`config.mk`:
```
export PLATFORM = sky130hd
export DESIGN_NAME = seq_stream_gen
export DESIGN_NICKNAME = d
export VERILOG_FILES = /design/src/rtl/seq_stream_gen.sv
export SDC_FILE = /design/constraint.sdc
export NUM_CORES = 1
export LEC_CHECK = 0
export BUFFER_PORTS_ARGS = -buffer_cell sky130_fd_sc_hd__buf_2
export CORE_MARGIN = 3
export CORE_UTILIZATION = 50
export DETAILED_ROUTE_END_ITERATION = 12
export GPL_TIMING_DRIVEN = 1
export HOLD_SLACK_MARGIN = 0.03
export PLACE_DENSITY = 0.67
export SETUP_SLACK_MARGIN = 0.05
export SLEW_MARGIN = 5
export SYNTH_ARGS = -nofsm -noshare
export SYNTH_HDL_FRONTEND = slang
export SYNTH_SLANG_ARGS = --single-unit
```
`constraint.sdc`:
```
create_clock -name clk -period 3.2 [get_ports clk]
set_input_delay 0 -clock clk [delete_from_list [all_inputs] [get_ports clk]]
set_output_delay 0 -clock clk [all_outputs]
set_load 0.05 [all_outputs]
```
`src/rtl/seq_stream_gen.sv`:
```
// seq_stream_gen: upstream stimulus stage for the sequence-detector FSMs.
// Parallel words are written through a valid/ready port into a small FIFO,
// then serialized MSB-first onto in_seq at one bit per enabled clock.
// Consecutive words are emitted with no gap bits.
//
// Ports:
//   clk        - system clock, rising edge
//   reset      - synchronous active-high reset, clears all state
//   wr_valid   - write request
//   wr_data    - word to serialize
//   wr_ready   - FIFO can accept a word (level < DEPTH), combinational
//   enable     - serializer advances only while high
//   in_seq     - registered serial bit to the detector
//   bit_valid  - registered, in_seq carries a fresh bit this cycle
//   word_start - registered 1-cycle pulse, in_seq is a word's MSB
//   busy       - serializer is in SHIFT
//   level      - FIFO occupancy
//   words_sent - completed-word counter, wraps at 16 bits
module seq_stream_gen #(
  parameter int   WIDTH    = 8,
  parameter int   DEPTH    = 4,
  parameter logic IDLE_BIT = 1'b0
) (
  input  logic                     clk,
  input  logic                     reset,
  input  logic                     wr_valid,
  input  logic [WIDTH-1:0]         wr_data,
  output logic                     wr_ready,
  input  logic                     enable,
  output logic                     in_seq,
  output logic                     bit_valid,
  output logic                     word_start,
  output logic                     busy,
  output logic [$clog2(DEPTH):0]   level,
  output logic [15:0]              words_sent
);

  localparam int AW = $clog2(DEPTH);
  localparam int LW = AW + 1;
  localparam int CW = $clog2(WIDTH + 1);

  typedef enum logic {
    S_IDLE  = 1'b0,
    S_SHIFT = 1'b1
  } state_e;

  state_e            state_q, state_d;
  logic [WIDTH-1:0]  mem_q [DEPTH];
  logic [AW-1:0]     wr_ptr_q, wr_ptr_d;
  logic [AW-1:0]     rd_ptr_q, rd_ptr_d;
  logic [LW-1:0]     level_q, level_d;
  logic [WIDTH-1:0]  shreg_q, shreg_d;
  logic [CW-1:0]     bit_cnt_q, bit_cnt_d;
  logic              in_seq_q, in_seq_d;
  logic              bit_valid_q, bit_valid_d;
  logic              word_start_q, word_start_d;
  logic [15:0]       words_sent_q, words_sent_d;

  logic              push_s;
  logic              pop_s;
  logic              fifo_ne_s;
  logic [WIDTH-1:0]  head_s;

  assign wr_ready  = (level_q < LW'(DEPTH));
  assign push_s    = wr_valid && wr_ready;
  assign fifo_ne_s = (level_q != '0);
  assign head_s    = mem_q[rd_ptr_q];

  // Serializer next-state, FIFO pop decision and pointer/level update.
  always_comb begin
    state_d      = state_q;
    shreg_d      = shreg_q;
    bit_cnt_d    = bit_cnt_q;
    in_seq_d     = in_seq_q;
    bit_valid_d  = 1'b0;
    word_start_d = 1'b0;
    words_sent_d = words_sent_q;
    pop_s        = 1'b0;

    case (state_q)
      S_IDLE: begin
        if (enable && fifo_ne_s) begin
          pop_s = 1'b1;
        end else begin
          in_seq_d = IDLE_BIT;
        end
      end
      S_SHIFT: begin
        if (!enable) begin
          // Stall: hold shreg/bit_cnt/in_seq, only bit_valid drops.
          state_d = S_SHIFT;
        end else if (bit_cnt_q != CW'(WIDTH)) begin
          in_seq_d    = shreg_q[WIDTH-1];
          shreg_d     = {shreg_q[WIDTH-2:0], 1'b0};
          bit_cnt_d   = bit_cnt_q + CW'(1);
          bit_valid_d = 1'b1;
        end else begin
          // Last bit is on in_seq: the word completes on this edge and
          // the next word (if any) follows without a gap cycle.
          words_sent_d = words_sent_q + 16'd1;
          if (fifo_ne_s) begin
            pop_s = 1'b1;
          end else begin
            in_seq_d = IDLE_BIT;
            state_d  = S_IDLE;
          end
        end
      end
      default: begin
        state_d  = S_IDLE;
        in_seq_d = IDLE_BIT;
      end
    endcase

    if (pop_s) begin
      in_seq_d     = head_s[WIDTH-1];
      shreg_d      = {head_s[WIDTH-2:0], 1'b0};
      bit_cnt_d    = CW'(1);
      bit_valid_d  = 1'b1;
      word_start_d = 1'b1;
      state_d      = S_SHIFT;
      rd_ptr_d     = rd_ptr_q + AW'(1);
    end else begin
      rd_ptr_d     = rd_ptr_q;
    end

    wr_ptr_d = push_s ? (wr_ptr_q + AW'(1)) : wr_ptr_q;

    case ({push_s, pop_s})
      2'b10:   level_d = level_q + LW'(1);
      2'b01:   level_d = level_q - LW'(1);
      default: level_d = level_q;
    endcase
  end

  // State, pointer and output registers with synchronous reset.
  always_ff @(posedge clk) begin
    if (reset) begin
      state_q      <= S_IDLE;
      wr_ptr_q     <= '0;
      rd_ptr_q     <= '0;
      level_q      <= '0;
      shreg_q      <= '0;
      bit_cnt_q    <= '0;
      in_seq_q     <= IDLE_BIT;
      bit_valid_q  <= 1'b0;
      word_start_q <= 1'b0;
      words_sent_q <= 16'd0;
    end else begin
      state_q      <= state_d;
      wr_ptr_q     <= wr_ptr_d;
      rd_ptr_q     <= rd_ptr_d;
      level_q      <= level_d;
      shreg_q      <= shreg_d;
      bit_cnt_q    <= bit_cnt_d;
      in_seq_q     <= in_seq_d;
      bit_valid_q  <= bit_valid_d;
      word_start_q <= word_start_d;
      words_sent_q <= words_sent_d;
    end
  end

  // FIFO storage; contents need no reset since the pointers gate access.
  always_ff @(posedge clk) begin
    if (push_s) begin
      mem_q[wr_ptr_q] <= wr_data;
    end
  end

  assign in_seq     = in_seq_q;
  assign bit_valid  = bit_valid_q;
  assign word_start = word_start_q;
  assign busy       = (state_q == S_SHIFT);
  assign level      = level_q;
  assign words_sent = words_sent_q;

endmodule

```
# Yosys cells after proc, flatten, opt, wreduce, memory -nomap -nowiden
# Memory sizes are Yosys's and may differ from the RTL's. A register that Yosys moved wholly into a read port is not among the register bits.
# Cells that the tools add are included.
# W data, S select, Z words.
dict set report word_totals {
  n_memories 1
  output_inout_bits 24
  inputBits 12
  word_cells 72
  reg_bits 38
  ramBits 32
}
# memory depth word_bits read_ports rd_clocked_by_memory_dff write_ports line_no
set memory_table {}
lappend memory_table {mem_q 4 8 1 1 1 48} ;# logic [WIDTH-1:0] mem_q [DEPTH];
dict set report classes {
  eq_ne 6
  reduce_logical 12
  n_lt_le_gt_ge 1
  bitwise_logic 2
  n_mux 33
  add_sub_neg 6
}
# cell count
set op_table {}
lappend op_table {{$mux W8} 4}
lappend op_table {{$mux W1} 24}
lappend op_table {{$add A16 B1 Y16 const B} 1}
lappend op_table {{$reduce_and A3 Y1} 4}
lappend op_table {{$reduce_bool A2 Y1} 4}
lappend op_table {{$pmux W3 S2} 1}
lappend op_table {{$add A2 B1 Y2 const B} 2}
lappend op_table {{$add A4 B1 Y4 const B} 1}
lappend op_table {{$mux W2} 2}
lappend op_table {{$ne A4 B3 Y1 const B} 1}
lappend op_table {{$ne A4 B4 Y1 const B} 1}
lappend op_table {{$pmux W1 S2} 2}
lappend op_table {{$add A3 B1 Y3 const B} 1}
lappend op_table {{$lt A3 B3 Y1 const B} 1}
lappend op_table {{$ne A3 B2 Y1 const B} 1}
lappend op_table {{$ne A3 B3 Y1 const B} 1}
lappend op_table {{$reduce_bool A3 Y1} 1}
lappend op_table {{$sub A3 B1 Y3 const B} 1}
lappend op_table {{$eq A2 B1 Y1 const B} 1}
lappend op_table {{$eq A2 B2 Y1 const B} 1}
lappend op_table {{$logic_and A1 B1 Y1} 2}
lappend op_table {{$not A1 Y1} 2}
lappend op_table {{$reduce_or A2 Y1} 1}

# Depth between registers and ports, before layout
# Gate-level depths: netlist of run 1.
dict set report depth {
  word_depth 7
  mapped_depth 11
}

# Worst setup path before layout of run 1
# No wires, ideal clock.
dict set report synth_path {
  path_type {flip-flop to flip-flop}
  startpoint {reg level_q[0] (netlist: level[0])}
  endpoint {reg level_q[2] (netlist: level[2])}
  path_buffers 1
  required_time_ns 3.130
  slack_ns 0.557
  stages_incl_launch_ff 10
  arrival_ns 2.573
  setup_time_ns 0.070
  path_cell_list {dfxtp_1 o31ai_1 a21oi_1 buf_2 ha_1 inv_1 fa_1 xor2_1 or3_1 a21oi_1}
}
dict set report synth_between {
  elab_chain_len 7
  elab_cells_between_ends 15
}
# item line_no
set synth_rtl {}
lappend synth_rtl {{start, declared} 51} ;# logic [LW-1:0] level_q, level_d;
lappend synth_rtl {{start signal, assigned} 153} ;# level_q <= level_d;
lappend synth_rtl {{$reduce_bool A3 Y1 *} 66} ;# assign fifo_ne_s = (level_q != '0);
lappend synth_rtl {{$mux W1} 101} ;# if (fifo_ne_s) begin
lappend synth_rtl {{$mux W1} 92} ;# end else if (bit_cnt_q != CW'(WIDTH)) begin
lappend synth_rtl {{$mux W1} 89} ;# if (!enable) begin
lappend synth_rtl {{$pmux W1 S2 *} 80} ;# case (state_q)
lappend synth_rtl {{via pop_s} 60} ;# logic pop_s;
lappend synth_rtl {{$eq A2 B1 Y1 or $eq A2 B2 Y1 (tied branches)} 129} ;# case ({push_s, pop_s})
lappend synth_rtl {{$pmux W3 S2 or $reduce_bool A2 Y1 (tied branches)} -}
# The timed path passes the listed nets; every way through them passes the cells marked *.
# A chain may end at the register's enable or synchronous reset.

# Final worst setup path of run 1
dict set report layout_path {
  startpoint {reg bit_cnt_q[0]}
  endpoint {reg level_q[2] (netlist: level[2])}
}
dict set report layout_between {
  elab_chain_len 6
  elab_cells_between_ends 8
}
# item line_no
set layout_rtl {}
lappend layout_rtl {{start, declared} 53} ;# logic [CW-1:0] bit_cnt_q, bit_cnt_d;
lappend layout_rtl {{start signal, assigned} 155} ;# bit_cnt_q <= bit_cnt_d;
lappend layout_rtl {{$ne A4 B4 Y1 *} 92}
lappend layout_rtl {{$mux W1 *} 92}
lappend layout_rtl {{$mux W1 *} 89}
lappend layout_rtl {{$pmux W1 S2 *} 80}
lappend layout_rtl {{$eq A2 B1 Y1 or $eq A2 B2 Y1 (tied branches)} 129}
lappend layout_rtl {{$pmux W3 S2 or $reduce_bool A2 Y1 (tied branches)} -}
# Every way passes the cells marked *; elsewhere a longest branch is shown, timed or not.

==> results of run 1 <==
## tightest hold or removal path: cells and delay by family
family / cells / cell delay [ps]
buffers and inverters: 1 / 200
AND/OR/NAND/NOR: 2 / 120
AO/OA/AOI/OAI: 1 / 50
## routing by layer
metal,track usage,up-vias,wire [um]
met5,0,-,0
met1,0.190,955,2270
met2,0.293,40,2790
li1,-,1018,-
met3,0.0569,8,234
met4,0.0561,0,45
## power by group
part / internal (mW) / switching, mW / total, mW
logic: 0.256 / 0.377 / 0.633
clock network: 0.360 / 0.324 / 0.685
registers: 1.10 / 0.109 / 1.21
## cell type report
type / instances / area (um^2) / area share
sequential: 72 / 1760 / 0.495
multi-input combinational: 157 / 1180 / 0.333
timing repair buffer: 45 / 270 / 0.0759
clock buffer: 11 / 131 / 0.0369
tap: 72 / 90.1 / 0.0253
inverter: 17 / 63.8 / 0.0179
clock inverter: 5 / 58.8 / 0.0165
## cell families after synthesis
family | after synthesis
compound gates | 38
xor+xnor | 15
fa+ha+maj | 9
buf+inv | 27
flops | 72
mux | 10
simple gates | 85
## final timing paths
| path | start | endpoint | slack, ps |
|---|---|---|---|
| min reg2reg | bit_cnt_q[0] | bit_cnt_q[0] | 490 |
| min | enable | busy | 90 |
| max | bit_cnt_q[0] | level[2] | 780 |
| max reg2reg | bit_cnt_q[0] | level[2] | 780 |
## Yosys cell counts, types with 2 or more instances
master,count,share of area
xor2_1,3,0.0085
nand2_1,14,0.017
a21oi_1,15,0.024
nand3_1,4,0.0065
ha_1,8,0.032
edfxtp_1,32,0.31
dfxtp_1,40,0.26
and2_1,4,0.0081
clkbuf_1,4,0.0049
nor2_1,22,0.027
o21ai_0,8,0.013
a211oi_1,5,0.012
buf_2,2,0.0032
o22ai_1,6,0.012
mux4_2,8,0.058
inv_1,17,0.021
buf_6,3,0.011
nor4_1,4,0.0081
nor2b_1,6,0.012
nand3_4,2,0.011
xnor2_1,12,0.034
nor3_1,9,0.015
nand4b_1,3,0.0085
nand4_1,3,0.0061
or3_1,3,0.0061
## what timing repair did
| action | in CTS | in global routing |
|---|---|---|
| gates resized for setup | 0 | 0 |
| buffers inserted | 0 | 0 |
| endpoints found under the hold margin | 32 | 0 |
| hold buffers | 8 | 0 |
## registers in the layout, indices dropped and copies added (netlist names), named ones only
name        flops
mem_q          32
words_sent     16
shreg_q         7
bit_cnt_q       4
level           3
rd_ptr_q        2
wr_ptr_q        2
bit_valid       1
busy            1
in_seq          1
word_start      1
## stage by stage
stage,std cells,setup slack [ps]
2_1_floorplan,256,557
4_1_cts,379,764
6_report,379,775
5_1_grt,379,564
3_5_place_dp,355,802
3_3_place_gp,355,847
==> flow_metrics.py, run 1 <==
metrics = {
    "clocking": {
        "cts_max_path_buffers": 2,
        "clock-sinks": 72,
        "cts_tree": "yes",
        "cts.root.buffer_cell": "clkbuf_8",
        "htreeDepth": 3,
        "insertion_delay_ps": 340,
        "cts_buffers": 9,
        "clkSlewWorstSetupHoldPaths_ps": 70,
    },
    "setup_path": {
        "critical_path.top_delay_family": "adder cells",
        "required_ps": 3470,
        "slowest_stage": "fa_1",
        "cp_max_fo": 10,
        "path_buf_inv": 2,
        "crit_path_start_kind": "flop",
        "slowest_delay_ps": 370,
        "worst-path-stages": 10,
        "path_class": "reg2reg",
        "r2r_cells": 10,
        "crit_chain": "inv_1 -> ha_1 -> nand3b_4 -> a21oi_1 -> ha_1 -> inv_1 -> fa_1 -> xor2_1 -> or3_1 -> a21oi_1",
        "end_kind": "flop",
        "cp.arrival_ps": 2690,
    },
    "pwr": {
        "p_per_area_mw_per_mm2": 710,
        "p_leak_nw": 1.29,
        "power.total_mw": 2.53,
        "ir_drop_v": 0.000410,
    },
    "floorplanning": {
        "dieArea_mm2": 0.00714,
        "rows": 27,
        "coreArea_mm2": 0.00574,
        "die_w_um": 84.5,
        "ios": 36,
        "die_h_um": 84.5,
        "initial_core_util": 0.537,
    },
    "global_routing": {
        "grt_pass1_vias": 2054,
        "grt_max_degree": 41,
        "grt_antenna_before_repair": 0,
        "grt_usage": 0.167,
        "overflow": 0,
        "grt_pass1_wl_um": 9330,
    },
    "min_path": {
        "hold_depth": 4,
        "min_path_type": "in2reg",
    },
    "sta": {
        "fin_tns_setup_ps": 0,
        "tightest_slew_ps": 738,
        "slew_headroom": 0.508,
        "setup_viol_count_final": 0,
        "hold_viol_final": 0,
        "skew_ps": 7.27,
        "holdWs_ps": 91.3,
        "maxSlewViolCount": 0,
        "max_freq_mhz": 412,
        "rsz0062_at_grt": "false",
        "period_share": 0.758,
        "fin_crit_ps": 2420,
    },
    "synthesis": {
        "synth_top_family_by_area": "simple AND/OR/NAND/NOR gates",
        "synth-compound-area-share": 0.0706,
        "synthXorXnorAreaFrac": 0.0426,
        "synth.area.mux_share": 0.0654,
        "synth_nets": 277,
        "synth_area_mm2": 0.00308,
        "ys_seq_elements": 72,
        "ys.flop_type": "dfxtp_1",
        "ys_async_sr_fraction": 0,
        "synth_edf_count": 32,
        "yosys.area_share.simple": 0.166,
        "yosys.area_share.adder": 0.0390,
        "syn_area_per_cell_um2": 12.0,
        "seq_area_frac_synth": 0.572,
        "synthCells": 256,
        "yosys_warnings": 0,
        "yosysUniqueCellTypes": 44,
    },
    "status": {
        "status": "finished, final reports clean",
    },
    "final_layout": {
        "final_common_cell": "dfxtp_1",
        "layout_common_cells": "dfxtp_1 (40), buf_2 (35), edfxtp_1 (32)",
        "fillers": 477,
        "final_area_mm2": 0.00356,
        "post-route-util": 0.620,
        "drive_gt1_frac": 0.225,
        "nets": 323,
        "synthToLayoutAreaGrowth_pct": 15.5,
        "insertedDiodeCount": 0,
    },
    "detailed_routing": {
        "viasPerCell": 5.33,
        "routed-via-count": 2021,
        "detail_route.wl_per_cell_um": 14.1,
        "dr.first_iter.drc_count": 94,
        "drt_first_pass_iters": 4,
        "drt_wl_total_um": 5340,
        "ant_nets": 0,
        "drc": 0,
    },
    "placement": {
        "gp_congestion": 0.756,
        "dpl_cell_area_mm2": 0.00329,
        "dp_hpwl_um": 3630,
        "port_buffers": 35,
    },
    "flow_run": {
        "cap_violations": 0,
    },
}
No activity file was read; power rests on OpenSTA's default activity.
==> run 2, diff against run 1 <==
==> constraint.sdc (replaced) <==
create_clock -name clk -period 2.5 [get_ports clk]
set_input_delay 0 -clock clk [delete_from_list [all_inputs] [get_ports clk]]
set_output_delay 0 -clock clk [all_outputs]
set_load 0.05 [all_outputs]
==> run 2 against run 1 <==
  * Critical endpoint unchanged
  * Combinational power grew 39%
  * Largest power group unchanged
  * Cell area is 2.5% higher
  * Die area did not move
  * Largest cell class unchanged
  * Critical path type unchanged
==> flow_metrics.py, run 2 (same netlist as run 1, synthesis figures left out) <==
metrics = {
    "status": {
        "status": "finished, final reports clean",
    },
    "floorplanning": {
        "die_w_um": 84.5,
        "coreArea_mm2": 0.00574,
        "die_h_um": 84.5,
        "ios": 36,
        "rows": 27,
        "dieArea_mm2": 0.00714,
        "initial_core_util": 0.537,
    },
    "setup_path": {
        "path_common_cell": "inv_1",
        "path_buf_inv": 2,
        "end_kind": "flop",
        "path_class": "reg2reg",
        "crit_path_start_kind": "flop",
        "slowest_delay_ps": 370,
        "slowest_stage": "fa_1",
        "cp.arrival_ps": 2510,
        "required_ps": 2760,
        "critical_path.top_delay_family": "adder cells",
        "cp_max_fo": 5,
        "crit_chain": "inv_1 -> ha_4 -> nand3b_4 -> a21oi_4 -> ha_1 -> inv_1 -> fa_1 -> xor2_1 -> or3_1 -> a21oi_1",
    },
    "clocking": {
        "cts.root.buffer_cell": "clkbuf_8",
        "insertion_delay_ps": 340,
        "clock-sinks": 72,
        "cts_max_path_buffers": 2,
        "cts_buffers": 9,
        "htreeDepth": 3,
        "clkSlewWorstSetupHoldPaths_ps": 70,
        "cts_tree": "yes",
    },
    "detailed_routing": {
        "drt_first_pass_iters": 4,
        "detail_route.wl_per_cell_um": 15.0,
        "drc": 0,
        "drt_wl_total_um": 5760,
        "viasPerCell": 5.40,
        "ant_nets": 0,
        "routed-via-count": 2075,
        "dr.first_iter.drc_count": 176,
    },
    "sta": {
        "skew_ps": 6.33,
        "rsz0062_at_grt": "false",
        "tightest_slew_ps": 724,
        "max_freq_mhz": 445,
        "fin_tns_setup_ps": 0,
        "period_share": 0.898,
        "fin_crit_ps": 2250,
        "maxSlewViolCount": 0,
        "setup_viol_count_final": 0,
        "hold_viol_final": 0,
        "slew_headroom": 0.517,
    },
    "pwr": {
        "swShare": 0.309,
        "combPwrFrac": 0.258,
        "ir_drop_v": 0.000447,
        "seq_power_share": 0.452,
        "p_leak_nw": 1.34,
        "cellInternalPower_mw": 2.36,
        "clkPwrFrac": 0.290,
        "netSwitchingPower_mw": 1.06,
        "p_per_area_mw_per_mm2": 935,
    },
    "final_layout": {
        "largest_reg_flops": 32,
        "synthToLayoutAreaGrowth_pct": 18.4,
        "final_common_cell": "dfxtp_1",
        "top_register": "mem_q",
        "layout_common_cells": "dfxtp_1 (37), buf_2 (35), edfxtp_1 (32)",
        "drive_gt1_frac": 0.253,
        "insertedDiodeCount": 0,
        "post-route-util": 0.636,
        "nets": 328,
    },
    "global_routing": {
        "overflow": 0,
        "grt_antenna_before_repair": 0,
        "grt_max_degree": 41,
        "grt_pass1_vias": 2051,
        "grt_usage": 0.173,
        "grt_pass1_wl_um": 9670,
    },
    "flow_run": {
        "cap_violations": 0,
    },
    "min_path": {
        "min_path_type": "in2reg",
    },
    "placement": {
        "port_buffers": 35,
        "gp_congestion": 0.773,
        "dp_hpwl_um": 3750,
    },
}
run 2: cell types whose count changed in the layout (fill, tap and decap cells not counted), moves of 2 or more:
cell | previous run | this run
dfxtp_1 | 40 | 37
dfxtp_2 | 0 | 3
clkinvlp_4 | 2 | 0
buf_4 | 2 | 7
run 2: timing repair:
action,in CTS,in global routing
endpoints found under the setup margin,0,1
resized for setup,0,2
setup buffers,0,3
hold buffers,8,0
hold endpoints to repair,32,0
run 2: worst register-to-register path, cell delays in order (launching register included):
cell and delay, ps:
dfxtp_1 340, inv_1 120, ha_4 190, nand3b_4 130, a21oi_4 190, ha_1 190
inv_1 60, fa_1 370, xor2_1 160, or3_1 300, a21oi_1 130
run 2: power groups by stage:
stage / logic, mW / clock network, mW / registers, mW
after global placement: 0.838 / 0 / 1.57
after CTS: 0.870 / 1.01 / 1.54
final: 0.879 / 0.989 / 1.54
after floorplan: 0.578 / 0 / 1.64
after detailed placement: 0.853 / 0 / 1.57
after global routing: 0.970 / 1.07 / 1.57
run 2: metrics by stage:
stage / power, mW / hold slack [ps] / cells / worst slack [ps] / cell area, um^2
CTS: 3.43 / 96.1 / 381 / 165 / 3610
detailed placement: 2.42 / 220 / 357 / 189 / 3310
global route: 3.61 / 140 / 384 / 92.5 / 3650
finish: 3.41 / 114 / 384 / 254 / 3650
global placement: 2.40 / 216 / 357 / 233 / 3310
floorplan: 2.21 / 98.9 / 256 / 104 / 3090
run 2: area by class of cell:
cell class	instances	area (um^2)
timing repair buffer	50	308
multi-input combinational	157	1210
sequential	72	1770
tap	72	90.1
fill	449	2090
clock buffer	12	145
inverter	17	63.8
clock inverter	4	70.1
run 2: layer usage:
metal  vias to the layer above  track usage  part of all wire
met4                         0       0.0604             0.012
met2                        59        0.284              0.50
li1                       1024            -                 -
met5                         -            0                 0
met3                         9       0.0628             0.060
met1                       983        0.212              0.43
run 2: final timing paths:
kind,end,startpoint,cells past startpoint,slack (ps)
min reg2reg,words_sent[12],words_sent[12],2,490
max reg2reg,level[2],bit_cnt_q[0],10,250
min,busy,enable,4,110
max,level[2],bit_cnt_q[0],10,250
